<file path="config.mk">
export PLATFORM = sky130hd
export DESIGN_NAME = gray_codec_pipe
export DESIGN_NICKNAME = d
export VERILOG_FILES = /design/src/rtl/gray_pkg.sv /design/src/rtl/gray_codec_stage.sv /design/src/rtl/gray_codec_pipe.sv
export SDC_FILE = /design/constraint.sdc
export NUM_CORES = 1
export LEC_CHECK = 0
export ABC_AREA = 0
export CORE_AREA = 2 2 55 83
export DETAILED_ROUTE_END_ITERATION = 10
export DIE_AREA = 0 0 57 85
export PLACE_DENSITY = 0.63
export SLEW_MARGIN = 20
export SYNTH_ARGS = -nofsm -noshare
export SYNTH_HDL_FRONTEND = slang
export SYNTH_SLANG_ARGS = --single-unit
</file>
<file path="constraint.sdc">
create_clock -name clk -period 8.55 [get_ports clk]
set_clock_uncertainty 0.15 [all_clocks]
set_input_delay 0.855 -clock clk [delete_from_list [all_inputs] [get_ports clk]]
set_output_delay 0.855 -clock clk [all_outputs]
set_load 0.01 [all_outputs]
</file>
<file path="src/rtl/gray_pkg.sv">
// Shared types and helpers for the pipelined Gray codec.
package gray_pkg;

  typedef enum logic {
    MODE_G2B = 1'b0,
    MODE_B2G = 1'b1
  } gray_mode_e;

  // Binary bits resolved by each G2B stage (ceil of WIDTH/STAGES).
  function automatic int stage_bits(input int width, input int stages);
    return (width + stages - 1) / stages;
  endfunction

  function automatic int popcount(input logic [31:0] x);
    int n;
    n = 0;
    for (int i = 0; i < 32; i++) begin
      n = n + int'(x[i]);
    end
    return n;
  endfunction

endpackage

</file>
<file path="src/rtl/gray_codec_stage.sv">
// One elastic register stage of the Gray codec; resolves binary
// bits HI..LO of a G2B word, and does the B2G conversion when FIRST.
module gray_codec_stage
  import gray_pkg::*;
#(
  parameter int WIDTH = 8,
  parameter int HI    = 7,
  parameter int LO    = 0,
  parameter bit FIRST = 1'b1
) (
  input  logic             clk,
  input  logic             rst,
  input  logic             load,
  input  logic             up_valid,
  input  logic [WIDTH-1:0] up_data,
  input  logic             up_mode,
  input  logic             up_err,
  output logic             valid,
  output logic [WIDTH-1:0] data,
  output logic             mode,
  output logic             err
);

  logic [WIDTH-1:0] nxt;
  logic             cin;
  logic             acc;

  // The last resolved bit sits just above this stage's range.
  if (HI >= 0 && HI < WIDTH - 1) begin : g_cin
    assign cin = up_data[HI+1];
  end else begin : g_top
    assign cin = 1'b0;
  end

  always_comb begin
    nxt = up_data;
    acc = cin;
    if (up_mode == MODE_B2G) begin
      if (FIRST) begin
        nxt = up_data ^ (up_data >> 1);
      end
    end else begin
      for (int j = WIDTH - 1; j >= 0; j--) begin
        if (j <= HI && j >= LO) begin
          acc    = acc ^ up_data[j];
          nxt[j] = acc;
        end
      end
    end
  end

  always_ff @(posedge clk or posedge rst) begin
    if (rst) begin
      valid <= 1'b0;
      data  <= '0;
      mode  <= 1'b0;
      err   <= 1'b0;
    end else if (load) begin
      valid <= up_valid;
      if (up_valid) begin
        data <= nxt;
        mode <= up_mode;
        err  <= up_err;
      end
    end
  end

endmodule

</file>
<file path="src/rtl/gray_codec_pipe.sv">
// Pipelined Gray/binary codec with valid/ready stream and
// optional Gray step checker on accepted G2B words.
module gray_codec_pipe
  import gray_pkg::*;
#(
  parameter int WIDTH    = 8,
  parameter int STAGES   = 2,
  parameter bit CHECK_EN = 1'b1
) (
  input  logic             clk,
  input  logic             rst,
  input  logic             in_valid,
  output logic             in_ready,
  input  logic [WIDTH-1:0] in_data,
  input  logic             in_mode,
  output logic             out_valid,
  input  logic             out_ready,
  output logic [WIDTH-1:0] out_data,
  output logic             out_mode,
  output logic             out_step_err
);

  localparam int K = stage_bits(WIDTH, STAGES);

  logic [STAGES:0]            v;
  logic [STAGES:0]            m;
  logic [STAGES:0]            e;
  logic [STAGES:0][WIDTH-1:0] d;
  logic [STAGES-1:0]          load;
  logic                       step_err;

  assign v[0] = in_valid;
  assign d[0] = in_data;
  assign m[0] = in_mode;
  assign e[0] = step_err;

  assign in_ready     = load[0];
  assign out_valid    = v[STAGES];
  assign out_data     = d[STAGES];
  assign out_mode     = m[STAGES];
  assign out_step_err = e[STAGES];

  for (genvar i = 0; i < STAGES; i++) begin : g_st
    localparam int HI = WIDTH - 1 - i * K;
    localparam int LO = (WIDTH - (i + 1) * K > 0) ?
                        WIDTH - (i + 1) * K : 0;

    // A stage can load unless it and every stage after it is full
    // and the sink is stalling.
    assign load[i] = out_ready || !(&v[STAGES:i+1]);

    gray_codec_stage #(
      .WIDTH(WIDTH),
      .HI   (HI),
      .LO   (LO),
      .FIRST(i == 0)
    ) u_stage (
      .clk     (clk),
      .rst     (rst),
      .load    (load[i]),
      .up_valid(v[i]),
      .up_data (d[i]),
      .up_mode (m[i]),
      .up_err  (e[i]),
      .valid   (v[i+1]),
      .data    (d[i+1]),
      .mode    (m[i+1]),
      .err     (e[i+1])
    );
  end

  if (CHECK_EN) begin : g_chk
    logic [WIDTH-1:0] hist;
    logic             hist_vld;
    logic             g2b;

    assign g2b      = (in_mode == MODE_G2B);
    assign step_err = g2b && hist_vld &&
                      (popcount(32'(in_data ^ hist)) > 1);

    always_ff @(posedge clk or posedge rst) begin
      if (rst) begin
        hist     <= '0;
        hist_vld <= 1'b0;
      end else if (in_valid && in_ready && g2b) begin
        hist     <= in_data;
        hist_vld <= 1'b1;
      end
    end
  end else begin : g_nochk
    assign step_err = 1'b0;
  end

endmodule

</file>
[Yosys cells after proc, flatten, opt, wreduce, memory -nomap -nowiden]
Index checks and enable logic that the tools add are counted.
Operators by class
  order comparisons: 1
  mux-type cells: 9
  bitwise operators: 10
  add/sub/neg operators: 31
  reduce and logical (&&, ||, !) cells: 11
Operators with widths (number)
  adder 31 x 1 -> 32 bit (second input constant): 1
  > comparator 32 x 2 -> 1 bit (second input constant): 1
  adder 30 x 1 -> 31 bit (second input constant): 1
  adder 29 x 1 -> 30 bit (second input constant): 1
  adder 28 x 1 -> 29 bit (second input constant): 1
  adder 27 x 1 -> 28 bit (second input constant): 1
  adder 26 x 1 -> 27 bit (second input constant): 1
  adder 25 x 1 -> 26 bit (second input constant): 1
  adder 24 x 1 -> 25 bit (second input constant): 1
  adder 23 x 1 -> 24 bit (second input constant): 1
  adder 22 x 1 -> 23 bit (second input constant): 1
  adder 21 x 1 -> 22 bit (second input constant): 1
  adder 20 x 1 -> 21 bit (second input constant): 1
  adder 19 x 1 -> 20 bit (second input constant): 1
  adder 18 x 1 -> 19 bit (second input constant): 1
  adder 17 x 1 -> 18 bit (second input constant): 1
  adder 16 x 1 -> 17 bit (second input constant): 1
  adder 15 x 1 -> 16 bit (second input constant): 1
  adder 14 x 1 -> 15 bit (second input constant): 1
  adder 13 x 1 -> 14 bit (second input constant): 1
  adder 12 x 1 -> 13 bit (second input constant): 1
  adder 11 x 1 -> 12 bit (second input constant): 1
  two-way mux 4 bit: 3
  adder 10 x 1 -> 11 bit (second input constant): 1
  other kinds (18): 36
Word-level totals
  output and inout bits: 12
  word-level logic and storage cells: 72
  input bits: 13
  bits in registers: 31

[Logic depth before layout (Yosys ltp)]
Gate-level depths: netlist of run 1.
  depth in word-level cells: 34
  gate-level depth with buffers: 11
  gate-level depth less buffers: 11

[Cells and area by module]
Synthesis of run 1 repeated with hierarchy kept, for this count alone.
Second synthesis, totals
  cell total of the unflattened synthesis: 133
  area total of the unflattened synthesis: 1604.0 µm²
By module, submodules not included
  gray_codec_pipe: sequential area each 225.2 µm², instances 1, cells an instance 44, area each 600.6 µm²
  gray_codec_stage at g_st[0].u_stage: sequential area each 275.3 µm², instances 1, cells an instance 48, area each 508.0 µm²
  gray_codec_stage at g_st[1].u_stage: sequential area each 275.3 µm², instances 1, cells an instance 41, area each 495.5 µm²

[Worst setup path before layout of run 1]
OpenSTA, ideal clock, no wires.
  path kind: in2reg
  start: input port in_data[0]
  end: register g_st[0].u_stage.err
  stages on the path: 10
  data arrival time: 3671 ps
  library setup time: 122 ps
  buffers on the path: 0
  required time: 8278 ps
  slack: 4608 ps
  path through: xor2_1 fa_1 fa_1 inv_1 fa_1 inv_1 ha_1 fa_1 o21bai_1 a32o_1
On the way
  cells in the longest elaborated chain, start to end: 34
Ends and longest elaborated chain
  start: declaration: line gray_codec_pipe.sv:14  | input logic [WIDTH-1:0] in_data,
  XOR 8 bit: line gray_codec_pipe.sv:79  | (popcount(32'(in_data ^ hist)) > 1);
  adder 1 x 1 -> 2 bit: line gray_pkg.sv:18  | n = n + int'(x[i]);
  adder 2 x 1 -> 3 bit: line gray_pkg.sv:18
  adder 3 x 1 -> 4 bit: line gray_pkg.sv:18
  adder 4 x 1 -> 5 bit: line gray_pkg.sv:18
  adder 5 x 1 -> 6 bit: line gray_pkg.sv:18
  adder 6 x 1 -> 7 bit: line gray_pkg.sv:18
  adder 7 x 1 -> 8 bit: line gray_pkg.sv:18
  [18 not listed]
  adder 26 x 1 -> 27 bit: line gray_pkg.sv:18
  adder 27 x 1 -> 28 bit: line gray_pkg.sv:18
  adder 28 x 1 -> 29 bit: line gray_pkg.sv:18
  adder 29 x 1 -> 30 bit: line gray_pkg.sv:18
  adder 30 x 1 -> 31 bit: line gray_pkg.sv:18
  adder 31 x 1 -> 32 bit: line gray_pkg.sv:18
  > comparator 32 x 2 -> 1 bit: line gray_codec_pipe.sv:79
  logical AND 1 bit: line gray_codec_pipe.sv:78  | assign step_err = g2b && hist_vld &&
  end signal: assignment: line gray_codec_stage.sv:63  | err <= up_err;
  end: declaration: line gray_codec_stage.sv:21  | output logic err
No other way between the ends.
A chain may end at the register's enable or synchronous reset.

[Final worst setup path of run 1]
  start: input port in_data[3]
  end: register g_st[0].u_stage.err
On the way
  cells in the longest elaborated chain, start to end: 32
Ends and longest elaborated chain (line)
  XOR 8 bit: gray_codec_pipe.sv:79
  adder 3 x 1 -> 4 bit: gray_pkg.sv:18
  adder 4 x 1 -> 5 bit: gray_pkg.sv:18
  adder 5 x 1 -> 6 bit: gray_pkg.sv:18
  adder 6 x 1 -> 7 bit: gray_pkg.sv:18
  adder 7 x 1 -> 8 bit: gray_pkg.sv:18
  adder 8 x 1 -> 9 bit: gray_pkg.sv:18
  adder 9 x 1 -> 10 bit: gray_pkg.sv:18
  [16 not listed]
  adder 26 x 1 -> 27 bit: gray_pkg.sv:18
  adder 27 x 1 -> 28 bit: gray_pkg.sv:18
  adder 28 x 1 -> 29 bit: gray_pkg.sv:18
  adder 29 x 1 -> 30 bit: gray_pkg.sv:18
  adder 30 x 1 -> 31 bit: gray_pkg.sv:18
  adder 31 x 1 -> 32 bit: gray_pkg.sv:18
  > comparator 32 x 2 -> 1 bit: gray_codec_pipe.sv:79
  logical AND 1 bit: gray_codec_pipe.sv:78
No other way between the ends.

==> impl_metrics.py, run 1 <==
metrics = {
    "global_route": {
        "grtUsageTotal": 0.129,
        "antenna_found_initial": 0,
        "grt_max_degree": 32,
        "grt_pass1_wl_microns": 4760,
        "grt_pass1_vias": 1081,
        "overflow": 0,
    },
    "die": {
        "num_rows": 29,
        "die_h_microns": 85,
        "start_util": 0.389,
        "die_w_microns": 57,
        "num_io_pins": 25,
        "dieArea_sq_um": 4850,
        "core-area_sq_um": 4140,
    },
    "worst_setup_path": {
        "arrival_ns": 4.35,
        "r2r_setup_slack_ns": 4.96,
        "cp-start-kind": "input port",
        "cp_max_fo": 4,
        "worstPathRequired_ns": 8.56,
        "worstSetupEndpointType": "flip-flop",
        "crit_type": "input port to flip-flop",
    },
    "logic_synthesis": {
        "synth_common_cells": "31 x dfrtp_1, 17 x nand2_1, 15 x mux2_2, 13 x xor2_1, 10 x o21ai_0",
        "synth-edff-count": 0,
        "yosys.area.top_type": "dfrtp_1",
        "synth_top_flop_cell": "dfrtp_1",
        "synth-seq-area-share": 0.482,
        "syn-num-nets": 160,
        "avgSynthCellArea_sq_um": 11.5,
        "synth_top_area_share": 0.482,
        "syn_inst": 140,
        "synth-async-reset-ratio": 1.00,
        "synth_area_leaders": "dfrtp_1 48%, mux2_2 11%, xor2_1 7.1%",
        "yosys_warnings": 0,
        "yosysMostFrequentCell": "dfrtp_1",
        "ys_types": 25,
        "ys_seq_elements": 31,
        "synth.cell_area_sq_um": 1610,
    },
    "power": {
        "ir_drop_v": 0.000157,
        "seqPwrFrac": 0.391,
        "pwr-share-comb": 0.399,
        "p_switching_mw": 0.162,
        "power_frac_clock": 0.211,
        "p_int_mw": 0.348,
        "sw_frac_of_total": 0.318,
        "p_per_area_nw_per_um2": 266,
        "p_leak_nw": 0.830,
    },
    "cells_and_area": {
        "fin_util": 0.465,
        "antenna_cells": 0,
        "nets": 181,
        "final_area_sq_um": 1920,
        "drive_above_1_share": 0.142,
        "multi_input_area_sq_um": 744,
        "seqCellArea_sq_um": 776,
        "area_delta_synth_final_pct": 19.5,
        "fillers": 425,
    },
    "routing": {
        "drc": 0,
        "drt_iter0_markers": 17,
        "postRouteAntennaNets": 0,
        "routedWlPerCell_microns": 12.4,
        "via_count": 1000,
        "drt_pass1_iterations": 4,
        "totalWireLength_microns": 2570,
        "via_per_inst": 4.81,
    },
    "sta": {
        "worstMarginPinSlew_ns": 0.485,
        "finalSetupViolCount": 0,
        "fin_crit_sh": 0.507,
        "rsz0062_at_grt": "false",
        "tns_ns": 0,
        "hold_slack_ns": 0.329,
        "hold_violations": 0,
        "max-slew-margin-rel": 0.676,
        "timing.fmax_ghz": 0.231,
        "fin_crit_ns": 4.34,
        "drv_slew": 0,
    },
    "cts": {
        "root_buffer": "clkbuf_8",
        "cts-htree-levels": 2,
        "clock-sinks": 31,
        "cts-buffers-inserted": 5,
        "clock_latency_ns": 0.28,
        "cts_resized": 0,
        "cts_setup_buffers": 0,
        "cts-hold-fix-buffers": 0,
        "tritoncts": "yes",
        "clk_pin_slew_ns": 0.06,
        "clockBufferDepth": 2,
    },
    "placed_design": {
        "dpl_cell_area_sq_um": 1840,
        "gp_congestion": 0.842,
        "portBuffers": 24,
        "detailed_place_hpwl_microns": 1990,
    },
    "outcome": {
        "status": "finished clean",
    },
    "flow_run": {
        "cap_viol_max_count": 0,
    },
    "min_path": {
        "hold_class": "flip-flop to flip-flop",
    },
}
==> cells by family after synthesis <==
group                    count (synthesis)  share of synthesized area
buffers and inverters                   15                     0.0545
adder cells (fa/ha/maj)                  7                     0.0732
multiplexers                            15                      0.105
AND/OR/NAND/NOR                         34                     0.0973
AO/OA/AOI/OAI                           15                     0.0537
XOR/XNOR                                23                      0.134
flip-flops                              31                      0.482
==> power groups by stage <==
stage / Clock [mW] / Combinational [mW] / Sequential (mW)
final: 0.108 / 0.203 / 0.200
after CTS: 0.112 / 0.208 / 0.201
after floorplan: 0 / 0.152 / 0.200
after global placement: 0 / 0.194 / 0.202
after detailed placement: 0 / 0.207 / 0.204
after global routing: 0.119 / 0.237 / 0.205
==> sequential cells by signal (all words and copies together), names as in the netlist <==
name                flops
g_st.u_stage.valid      2
g_chk.hist              8
g_st.u_stage.mode       2
g_chk.hist_vld          1
g_st.u_stage.data      16
g_st.u_stage.err        2
==> stage by stage <==
step | worst slack [ns] | std cells | power, mW
global placement | 4.01 | 200 | 0.396
floorplan | 4.61 | 140 | 0.352
finish | 4.21 | 208 | 0.511
CTS | 4.21 | 208 | 0.521
detailed placement | 3.91 | 200 | 0.411
global route | 4.05 | 208 | 0.562
==> metal layers <==
metal / wire [microns] / GRT usage / vias up
li1: - / - / 492
met1: 989 / 0.144 / 479
met2: 1410 / 0.214 / 25
met3: 119 / 0.0381 / 4
met4: 51 / 0.0740 / 0
met5: 0 / 0 / -
==> worst max-delay path, cell delays in order <==
cell,delay (ns)
clkdlybuf4s50_1,0.55
xor2_1,0.22
fa_1,0.48
fa_1,0.55
inv_1,0.06
fa_1,0.54
inv_1,0.04
ha_1,0.21
fa_1,0.43
o21bai_1,0.16
a32o_1,0.25
==> cell usage in the layout, fill, tap and decap left out <==
| cell | synthesis | layout |
|---|---|---|
| clkdlybuf4s50_1 | 0 | 24 |
| buf_4 | 8 | 1 |
| o21bai_1 | 1 | 1 |
| ha_1 | 3 | 3 |
| inv_1 | 4 | 4 |
| xnor3_1 | 1 | 1 |
| fa_1 | 4 | 4 |
| nand3_1 | 1 | 1 |
| xor2_1 | 13 | 13 |
| nand2b_1 | 4 | 4 |
| nor2b_1 | 2 | 2 |
| a32o_1 | 1 | 1 |
| mux2_2 | 15 | 15 |
| or4_1 | 1 | 1 |
| clkbuf_8 | 0 | 5 |
| nand2_1 | 17 | 17 |
| o21ai_0 | 10 | 10 |
| a21oi_1 | 2 | 2 |
| clkinv_2 | 0 | 1 |
| nor2_1 | 6 | 6 |
| nand3b_1 | 1 | 1 |
| dfrtp_1 | 31 | 31 |
| or2_2 | 1 | 1 |
| o2111ai_1 | 1 | 1 |
| xnor2_1 | 9 | 9 |
| clkbuf_1 | 2 | 2 |
| and3_1 | 1 | 1 |
==> worst paths after layout <==
check	start	cells after the start	endpoint
setup / recovery	in_data[3]	11	g_st[0].u_stage.err
hold / removal	g_st[1].u_stage.data[2]	2	g_st[1].u_stage.data[2]
setup reg to reg	g_chk.hist[0]	10	g_st[0].u_stage.err
hold reg to reg	g_st[1].u_stage.data[2]	2	g_st[1].u_stage.data[2]
max in group asynchronous	rst	3	g_st[0].u_stage.data[4]
min in group asynchronous	rst	3	g_st[0].u_stage.data[5]
==> cell type report <==
type,instances,area share
tap,46,0.0299
timing repair buffer,25,0.129
clock inverter,1,0.00260
sequential,31,0.404
inverter,4,0.00781
clock buffer,7,0.0397
multi-input combinational,94,0.387
No activity file was read; power rests on OpenSTA's default activity.
==> inputs of run 2 (changes only) <==
Settings changed: PLACE_DENSITY 0.63 to 0.65.
Clock period 8.55 ns to 3.7 ns, I/O delays scaled along.
==> run 2 against run 1 <==
  * Final cell count increased by 2.4%
  * Wire length increased by 6.8%
  * Register-to-register slack got worse by 4.8 ns
  * Critical path depth decreased by 1
  * Non-clock buffer count increased by 5
  * Die area unchanged
==> impl_metrics.py, run 2 (synthesis gave the netlist of run 1 again) <==
metrics = {
    "cells_and_area": {
        "final_area_sq_um": 2010,
        "nets": 186,
        "drive_above_1_share": 0.198,
        "antenna_cells": 0,
        "largest-register": "g_st.u_stage.data",
        "final_common_cell": "dfrtp_1",
        "reg_top3": "g_st.u_stage.data x16, g_chk.hist x8",
        "final_cell_mix": "31 x dfrtp_1, 21 x clkdlybuf4s50_1, 17 x nand2_1, 15 x mux2_2, 11 x xor2_1",
        "area_delta_synth_final_pct": 25.2,
        "largest_reg_flops": 16,
    },
    "power": {
        "power_frac_clock": 0.267,
        "p_leak_nw": 0.886,
        "pwr-share-comb": 0.370,
        "p_int_mw": 0.893,
        "sw_frac_of_total": 0.302,
        "p_per_area_nw_per_um2": 635,
        "ir_drop_v": 0.000355,
        "seqPwrFrac": 0.363,
        "p_switching_mw": 0.386,
    },
    "sta": {
        "hold_slack_ns": 0.319,
        "max-slew-margin-rel": 0.522,
        "finalSetupViolCount": 0,
        "fin_crit_sh": 0.953,
        "worstMarginPinSlew_ns": 0.717,
        "fin_crit_ns": 3.53,
        "rsz0062_at_grt": "false",
        "hold_violations": 0,
        "timing.fmax_ghz": 0.284,
        "drv_slew": 0,
    },
    "global_route": {
        "grt_max_degree": 20,
        "grt_pass1_vias": 1067,
        "overflow": 0,
        "grt_pass1_wl_microns": 4890,
        "grtUsageTotal": 0.134,
        "antenna_found_initial": 0,
    },
    "min_path": {
        "hold_class": "flip-flop to flip-flop",
    },
    "die": {
        "num_rows": 29,
        "core-area_sq_um": 4140,
        "die_h_microns": 85,
        "start_util": 0.389,
        "num_io_pins": 25,
        "die_w_microns": 57,
        "dieArea_sq_um": 4850,
    },
    "placed_design": {
        "portBuffers": 24,
        "detailed_place_hpwl_microns": 2160,
        "dpl_cell_area_sq_um": 1880,
        "gp_congestion": 0.826,
    },
    "cts": {
        "root_buffer": "clkbuf_8",
        "cts-buffers-inserted": 5,
        "clockBufferDepth": 2,
        "tritoncts": "yes",
        "cts-htree-levels": 2,
        "clock_latency_ns": 0.28,
        "cts_setup_buffers": 0,
        "clk_pin_slew_ns": 0.06,
        "clock-sinks": 31,
        "cts-hold-fix-buffers": 0,
    },
    "worst_setup_path": {
        "arrival_ns": 3.54,
        "worstSetupEndpointType": "flip-flop",
        "cp_max_fo": 2,
        "worstPathRequired_ns": 3.72,
        "crit_type": "flip-flop to flip-flop",
        "cp-start-kind": "flip-flop",
    },
    "routing": {
        "via_count": 1018,
        "postRouteAntennaNets": 0,
        "drt_iter0_markers": 21,
        "totalWireLength_microns": 2750,
        "drc": 0,
        "via_per_inst": 4.78,
        "routedWlPerCell_microns": 12.9,
        "drt_pass1_iterations": 4,
    },
    "flow_run": {
        "cap_viol_max_count": 0,
    },
    "outcome": {
        "status": "finished clean",
    },
}
run 2: changes by cell type in the layout (fill, tap and decap cells not counted), moves of 2 or more:
cell / change
clkdlybuf4s50_1: -3
xor2_2: +2
dlygate4sd2_1: +2
clkbuf_1: -2
buf_4: +5
xor2_1: -2
run 2: per-stage QoR:
step,std cells,worst slack (ns),power (mW),setup TNS (ns),utilization
2_1_floorplan,140,0.243,0.814,0,-
3_3_place_gp,205,-0.277,0.918,-0.277,0.454
3_5_place_dp,205,-0.408,0.953,-0.408,0.454
4_1_cts,213,0.0506,1.30,0,0.486
5_1_grt,213,0.0852,1.38,0,0.487
6_report,213,0.174,1.28,0,0.487
run 2: metal layers:
layer,track usage,wire (microns),vias up
met5,0,0,-
met4,0.0761,72,0
met3,0.0412,111,6
met2,0.242,1560,22
met1,0.132,999,482
li1,-,-,508
run 2: path summary, 6_finish.rpt:
check	start	endpoint	slack, ns	cells after the start
worst max-delay path	g_chk.hist[1]	g_st[0].u_stage.err	0.17	10
worst min-delay path	g_chk.hist_vld	g_chk.hist_vld	0.32	1
worst max register to register	g_chk.hist[1]	g_st[0].u_stage.err	0.17	10
worst min register to register	g_chk.hist_vld	g_chk.hist_vld	0.32	1
max in group asynchronous	rst	g_st[0].u_stage.data[3]	2.38	3
min in group asynchronous	rst	g_st[1].u_stage.data[7]	0.36	2
run 2: final cells by class:
cell class              count  area, sq um
inverters                   4         15.0
fillers                   385         2120
repair buffers             30          285
clock buffers               6         82.6
well taps                  46         57.6
clock inverters             2         35.0
flip-flops and latches     31          776
multi-input cells          94          762
run 2: timing repair:
| item | CTS | global route |
|---|---|---|
| pin swaps | 4 | 2 |
| resized for setup | 5 | 1 |
| endpoints found under the setup margin | 1 | 1 |
run 2: critical path: stages, from the launching register on:
cell and delay [ns]:
dfrtp_1 0.42, xor2_2 0.20, fa_1 0.50, fa_1 0.50, inv_1 0.06, fa_1 0.53, inv_1 0.04, ha_2 0.18
fa_1 0.43, o21bai_1 0.16, a32o_1 0.25
run 2: power groups by stage:
| stage | sequential (mW) | clock [mW] | combinational, mW |
|---|---|---|---|
| CTS | 0.466 | 0.352 | 0.486 |
| detailed placement | 0.472 | 0 | 0.482 |
| global route | 0.475 | 0.368 | 0.539 |
| global placement | 0.466 | 0 | 0.452 |
| floorplan | 0.462 | 0 | 0.351 |
| finish | 0.464 | 0.341 | 0.473 |
